[src/rtl/dtc_rr_sched.sv]
// dtc_rr_sched: round-robin arbiter in front of one shared combinational
// classifier; registers the class code and owner id behind a valid/ready port.
module dtc_rr_sched #(
  parameter int N_REQ = 4,
  parameter int IN_W  = 11,
  parameter int OUT_W = 3,
  parameter int ID_W  = 2
) (
  input  logic                  clk,
  input  logic                  rst_n,
  input  logic [N_REQ-1:0]      req_valid,
  input  logic [N_REQ*IN_W-1:0] req_data,
  output logic [N_REQ-1:0]      req_ready,
  output logic [IN_W-1:0]       dt_inp,
  input  logic [OUT_W-1:0]      dt_outp,
  output logic                  res_valid,
  input  logic                  res_ready,
  output logic [OUT_W-1:0]      res_class,
  output logic [ID_W-1:0]       res_id,
  output logic                  busy,
  output logic [15:0]           done_cnt
);

  typedef enum logic [1:0] {
    S_IDLE,
    S_EVAL,
    S_OUT
  } state_t;

  localparam logic [ID_W:0] NR = (ID_W+1)'(N_REQ);

  state_t           r_state;
  logic [ID_W-1:0]  r_last;
  logic [ID_W-1:0]  r_id;
  logic [IN_W-1:0]  r_feat;
  logic [OUT_W-1:0] r_class;
  logic             r_res_valid;
  logic             r_busy;
  logic [15:0]      r_done_cnt;

  logic             w_any;
  logic [ID_W-1:0]  w_win;
  logic [ID_W:0]    w_idx;
  logic [N_REQ-1:0] w_ready;
  logic [IN_W-1:0]  w_slice;

  // Search starts one past the last winner, so the last winner ranks lowest.
  always_comb begin
    w_any = 1'b0;
    w_win = '0;
    w_idx = '0;
    for (int k = 1; k <= N_REQ; k++) begin
      w_idx = {1'b0, r_last} + (ID_W+1)'(k);
      if (w_idx >= NR) w_idx = w_idx - NR;
      if (!w_any && req_valid[w_idx[ID_W-1:0]]) begin
        w_any = 1'b1;
        w_win = w_idx[ID_W-1:0];
      end
    end
  end

  always_comb begin
    w_ready = '0;
    if (rst_n && r_state == S_IDLE && w_any)
      w_ready[w_win] = 1'b1;
  end

  assign w_slice = req_data[w_win*IN_W +: IN_W];

  always_ff @(posedge clk) begin
    if (!rst_n) begin
      r_state     <= S_IDLE;
      r_last      <= ID_W'(N_REQ-1);
      r_id        <= '0;
      r_feat      <= '0;
      r_class     <= '0;
      r_res_valid <= 1'b0;
      r_busy      <= 1'b0;
      r_done_cnt  <= '0;
    end else begin
      unique case (r_state)
        S_IDLE: begin
          if (w_any) begin
            r_feat  <= w_slice;
            r_id    <= w_win;
            r_last  <= w_win;
            r_busy  <= 1'b1;
            r_state <= S_EVAL;
          end
        end
        S_EVAL: begin
          r_class     <= dt_outp;
          r_res_valid <= 1'b1;
          r_state     <= S_OUT;
        end
        S_OUT: begin
          if (res_ready) begin
            r_res_valid <= 1'b0;
            r_busy      <= 1'b0;
            r_done_cnt  <= r_done_cnt + 16'd1;
            r_state     <= S_IDLE;
          end
        end
        default: r_state <= S_IDLE;
      endcase
    end
  end

  assign req_ready = w_ready;
  assign dt_inp    = r_feat;
  assign res_valid = r_res_valid;
  assign res_class = r_class;
  assign res_id    = r_id;
  assign busy      = r_busy;
  assign done_cnt  = r_done_cnt;

endmodule

[config.mk]
export PLATFORM = sky130hd
export DESIGN_NAME = dtc_rr_sched
export DESIGN_NICKNAME = d
export VERILOG_FILES = /design/src/rtl/dtc_rr_sched.sv
export SDC_FILE = /design/constraint.sdc
export NUM_CORES = 1
export LEC_CHECK = 0
export CORE_ASPECT_RATIO = 0.9
export CORE_MARGIN = 2
export CORE_UTILIZATION = 42
export DETAILED_ROUTE_END_ITERATION = 16
export GPL_ROUTABILITY_DRIVEN = 1
export GPL_TIMING_DRIVEN = 0
export PLACE_DENSITY_LB_ADDON = 0.1
export SLEW_MARGIN = 30
export SYNTH_ARGS = -nofsm -noshare
export SYNTH_HDL_FRONTEND = slang
export SYNTH_SLANG_ARGS = --single-unit
[constraint.sdc]
create_clock -name clk -period 1.9 [get_ports clk]
set_input_delay 0.285 -clock clk [delete_from_list [all_inputs] [get_ports clk]]
set_output_delay 0.285 -clock clk [all_outputs]
set_load 0.01 [all_outputs]
== Word-level counts from Yosys, hierarchy flattened ==
Cells that the tools add are included.

* Logic and storage cells: 80
* Bits of input ports: 54
* Flip-flop bits (word level): 38

* Shift operators: 1
* $lt $le $gt $ge: 10
* Mux-type cells: 30
* Multipliers: 1
* Equal/unequal tests: 4
* Add/subtract/negate cells: 9
* Reduce and logical (&&, ||, !) cells: 17

{| class="wikitable"
|+ Operators by type and width
! operator !! count
|-
| $shiftx 44x7->11 || 1
|-
| $mux 2 || 10
|-
| $add 16x1->16 const B || 1
|-
| $lt 2x3->1 const B || 5
|-
| $ge 3x3->1 const B || 4
|-
| $mux 1 || 11
|-
| $bmux 1 s2 || 4
|-
| $reduce_and 2->1 || 4
|-
| $sub 2x1->2 const B || 4
|-
| $add 2x2->3 const B || 2
|-
| $logic_and 1x1->1 || 6
|-
| $mul 2x4->6 const B || 1
|-
| $pmux 2 s3 || 1
|-
| $mux 4 || 1
|-
| $ne 2x2->1 const B || 2
|-
| $pmux 1 s2 || 2
|-
| $reduce_bool 2->1 || 2
|-
| $add 2x1->3 const B || 1
|-
| $add 2x3->3 const B || 1
|-
| $logic_not 1->1 || 3
|-
| $reduce_and 3->1 || 1
|-
| $demux 1 s2 || 1
|-
| $eq 2x1->1 const B || 1
|-
| $eq 2x2->1 const B || 1
|-
| 2 further kinds || 2
|}

== Logic depth before layout (Yosys ltp) ==
Gate-level depths: netlist (run 1).

* Depth after elaboration: 20
* Depth in mapped cells: 6
* Mapped depth without buffers: 5

== Least setup slack after synthesis (run 1) ==
No wires, ideal clock.

* Path kind: input to output
* Start: input req_valid[2]
* End: output req_ready[2]
* Path slack: 0.330 ns
* Required time: 1.615 ns
* Stages on the path: 6
* Buffers on the path: 1
* Data arrival time: 1.285 ns
* Cell sequence: nor4_1 -> nor3_2 -> and2_1 -> nand2_1 -> buf_4 -> nor2_1

* Word-level cells in the longest chain between the ends: 17
* Elaborated cells on any way between the ends: 29
* Classes of those cells: 2 x order compare; 19 x mux; 8 x reduce/logical

{| class="wikitable"
|+ RTL lines
! element !! RTL line !! text
|-
| start, declared || 11 || <nowiki>input logic [N_REQ-1:0] req_valid,</nowiki>
|-
| $bmux 1 s2 || 55 || <nowiki>if (!w_any && req_valid[w_idx[ID_W-1:0]]) begin</nowiki>
|-
| $mux 1 (implied by the code) || 55 ||
|-
| $mux 1 || 55 ||
|-
| $logic_not 1->1 || 55 ||
|-
| $logic_and 1x1->1 || 55 ||
|-
| $mux 1 || 55 ||
|-
| $logic_not 1->1 || 55 ||
|-
| $logic_and 1x1->1 || 55 ||
|-
| $mux 1 || 55 ||
|-
| $logic_not 1->1 || 55 ||
|-
| $logic_and 1x1->1 || 55 ||
|-
| $mux 2 || 55 ||
|-
| $lt 2x3->1 (implied by the code) / $ge 2x1->1 (equally long branches) || 65 || <nowiki>w_ready[w_win] = 1'b1;</nowiki>
|-
| $logic_and 1x1->1 (implied by the code) || 65 ||
|-
| $mux 1 (implied by the code) || 65 ||
|-
| $demux 1 s2 || 65 ||
|-
| $mux 4 * || 64 || <nowiki>if (rst_n && r_state == S_IDLE && w_any)</nowiki>
|-
| end, declared || 13 || <nowiki>output logic [N_REQ-1:0] req_ready,</nowiki>
|}

Mark *: on every way between the ends. The rest lies on a longest branch, timed or not. The select of a mux whose other input is x is not followed.

== Worst setup path after layout (run 1) ==
* Start: register r_last[0]
* End: output req_ready[2]

* Word-level cells in the longest chain between the ends: 20
* Elaborated cells on any way between the ends: 45
* Classes of those cells: 8 x add/sub; 6 x order compare; 23 x mux; 8 x reduce/logical

{| class="wikitable"
|+ RTL lines
! element !! RTL line !! text
|-
| start, declared || 33 || <nowiki>logic [ID_W-1:0] r_last;</nowiki>
|-
| start signal, assigned || 73 || <nowiki>r_last <= ID_W'(N_REQ-1);</nowiki>
|-
| start signal, assigned || 86 || <nowiki>r_last <= w_win;</nowiki>
|-
| $add 2x1->3 || 53 || <nowiki>w_idx = {1'b0, r_last} + (ID_W+1)'(k);</nowiki>
|-
| $ge 3x3->1 / $sub 2x1->2 (equally long branches) || 54 || <nowiki>if (w_idx >= NR) w_idx = w_idx - NR;</nowiki>
|-
| $mux 2 || 54 ||
|-
| $bmux 1 s2 || 55 ||
|-
| $mux 1 (implied by the code) || 55 ||
|-
| $mux 1 || 55 ||
|-
| $logic_not 1->1 || 55 ||
|-
| $logic_and 1x1->1 || 55 ||
|-
| (+4 left out) || - ||
|-
| $logic_not 1->1 || 55 ||
|-
| $logic_and 1x1->1 || 55 ||
|-
| $mux 2 || 55 ||
|-
| $lt 2x3->1 (implied by the code) / $ge 2x1->1 (equally long branches) || 65 ||
|-
| $logic_and 1x1->1 (implied by the code) || 65 ||
|-
| $mux 1 (implied by the code) || 65 ||
|-
| $demux 1 s2 || 65 ||
|-
| $mux 4 * || 64 ||
|}

Marks and branches as above.

==> impl_metrics.ini, run 1 <==
[status]
status = completed

[synthesis]
synth.avg_cell_area_um2 = 9.02
synth_cells = 229
synth_top_cell_area_share_pct = 36.8
synth_most_common_cell = dfxtp_1
synth_seq_cells = 38
synth-main-ff-cell = dfxtp_1
yosys_warnings = 0
synth-edff-count = 0
synth_area_um2 = 2070
yosysTopAreaCell = dfxtp_1
yosys-top-cells-area = dfxtp_1, mux2i_1, and2_1
yosys-top-cells-count = dfxtp_1, nand2_1, and2_1, mux2i_1, nor2_1
ys_async_sr_fraction_pct = 0
synthesis.nets = 284
ys_types = 43
ys_seq_area_share_pct = 36.8

[cells_and_area]
register_area_um2 = 767
area_delta_synth_final_pct = 62.7
multi_input_area_um2 = 1280
final_util_pct = 69.9
drive_gt1_share_pct = 18.2
diodes = 0
nets = 395
nFillCells = 417

[setup_path]
slowest_delay_ns = 0.37
cp.required_ns = 1.62
path_cells = nand2b_4, o22ai_4, nor2_4, nand2_2, buf_8, nor2_1, buf_2
crit_slowest_cell = dfxtp_2
endpoint_kind = output pin
cp_max_fo = 4
path_class = reg2out
worstSetupStartpointType = register
cp.arrival_ns = 1.56

[floorplanning]
core_area_um2 = 4800
initial_utilization_pct = 43.0
die_h_um = 70.5
die-area_um2 = 5500
row_count = 24
io_pins = 92
die_w_um = 77.9

[global_routing]
grt_util_all_layers_pct = 22.6
grt_pass1_wl_mm = 9.94
grt_pass1_vias = 2089
grt_max_degree = 13
grt_overflow = 0
antenna_found_initial = 0

[timing]
hold_viol = 0
fin_skew_ns = 0.00941
holdWs_ns = 0.468
maxSlewHeadroom_pct = 63.9
finalCritPeriodShare_pct = 96.9
max_clock_freq_ghz = 0.543
setup_viol = 0
worst_pin_slew_ns = 0.541
final_max_slew_viol_count = 0
setup_tns_ns = 0
timing.final.crit_period_ns = 1.84

[clock_tree]
cts_made_buffers = 5
clkTransAtPathRegs_ns = 0.09
htreeDepth = 2
clk_latency_ns = 0.29
cts.sinks = 38
ctsHoldBuffers = 0
cts-root-buf = clkbuf_8
cts_tree = done
clock_path_buffers = 2

[routing]
ant_nets = 0
dr.pass1.iters = 4
route.detailed.drc = 0
routedWlPerCell_um = 15.0
wirelength_mm = 6.08
viasPerCell = 5.13
via_count = 2083
drtIter0Drc = 91

[placed_design]
gp_congestion = 0.809
io_buffers = 91
hpwlAfterDp_mm = 4.11

[run]
max_cap_violations = 0

[pwr]
p_leak_nw = 1.37
power.density_nw_per_um2 = 751
worst_ir_drop_vdd_uv = 428

[worst_hold_path]
hp-class = reg2reg
==> layout by cell type, fill, tap and decap left out, types with 3 or more instances in the layout <==
cell,netlist,routed
a21o_1,11,10
o21a_1,3,3
xnor2_1,9,9
clkbuf_1,8,4
clkdlybuf4s50_1,0,83
o31ai_1,10,10
and2_1,15,14
buf_4,1,17
nor2b_1,8,8
nand2_1,23,22
o211ai_2,7,7
o21ai_0,7,6
nand3_1,6,6
o211ai_1,4,4
nand4_1,11,11
clkbuf_8,0,6
dfxtp_1,38,35
mux2i_1,15,15
buf_2,4,6
clkbuf_2,0,3
xor2_1,5,5
a21boi_0,4,4
nor2_1,12,11
==> path summary, 6_finish.rpt <==
path / slack [ns] / end / start / cells after the start
max: 0.06 / req_ready[2] / r_last[0]$_SDFFE_PN1P_ / 7
min: 0.47 / dt_inp[5]$_SDFFE_PN0P_ / dt_inp[5]$_SDFFE_PN0P_ / 2
max reg2reg: 0.25 / done_cnt[15]$_SDFFE_PN0P_ / r_state[1]$_SDFFE_PN0P_ / 6
min reg2reg: 0.47 / dt_inp[5]$_SDFFE_PN0P_ / dt_inp[5]$_SDFFE_PN0P_ / 2
==> state kept, by name (all words and copies together), names as in the netlist <==
register   flops
dt_inp        11
r_last         2
busy           1
res_valid      1
done_cnt      16
res_id         2
res_class      3
r_state        2
==> final cells by class <==
type | count | share of cell area (%)
Multi-Input combinational cell | 174 | 38.2
Sequential cell | 38 | 22.8
Tap cell | 65 | 2.42
Clock buffer | 6 | 2.46
Inverter | 2 | 0.223
Timing Repair Buffer | 105 | 29.3
Buffer | 14 | 2.79
Clock inverter | 2 | 1.79
==> timing repair <==
item / in CTS / in global routing
pin swaps: 8 / 3
endpoints found under the setup margin: 12 / 4
resized for setup: 43 / 16
setup buffers: 12 / 2
==> power breakdown <==
part           switching (mW)  internal, mW  total [mW]
clock network           0.308         0.561       0.869
registers              0.0478         0.869       0.916
logic                   0.320         0.419       0.739
total                   0.676          1.85        2.52
==> stage by stage <==
step           cell area (um^2)  setup slack, ns  total power [mW]  cells
2_1_floorplan              2070            0.330              1.26    229
3_3_place_gp               3060           -0.959              1.57    385
3_5_place_dp               3060           -0.916              1.57    385
4_1_cts                    3340          0.00385              2.51    404
5_1_grt                    3360          -0.0173              2.64    406
6_report                   3360           0.0593              2.52    406
==> cell families (layout without fill, tap and decap cells) <==
group,count (synthesis),in the layout,synth area share [%]
adder cells (fa/ha/maj),1,1,0.606
AND/OR/NAND/NOR,94,94,26.3
multiplexers,15,15,7.27
XOR/XNOR,14,14,5.94
AO/OA/AOI/OAI,50,50,19.0
flip-flops,38,38,36.8
buffers and inverters,17,129,4.06
==> routing by layer <==
metal | wire length (um) | track usage (%) | share of wire (%) | vias to the layer above
met2 | 2910 | 37.5 | 48 | 69
met3 | 410 | 5.61 | 6.7 | 8
met5 | 0 | 0 | 0 | -
met4 | 78 | 7.41 | 1.3 | 0
met1 | 2690 | 29.0 | 44 | 964
li1 | - | - | - | 1042
==> worst max-delay path, delay by kind of cell, from the launching register on <==
family | cells | cell delay [ns]
AND/OR/NAND/NOR | 4 | 0.51
flip-flops | 1 | 0.37
AO/OA/AOI/OAI | 1 | 0.09
buffers and inverters | 2 | 0.29
No activity file was read; power rests on OpenSTA's default activity.
==> run 2, diff against run 1 <==
HOLD_SLACK_MARGIN = 0.06   (was default)
==> results of run 2 <==
Final layout, timing and power as in run 1 (identical DEF).
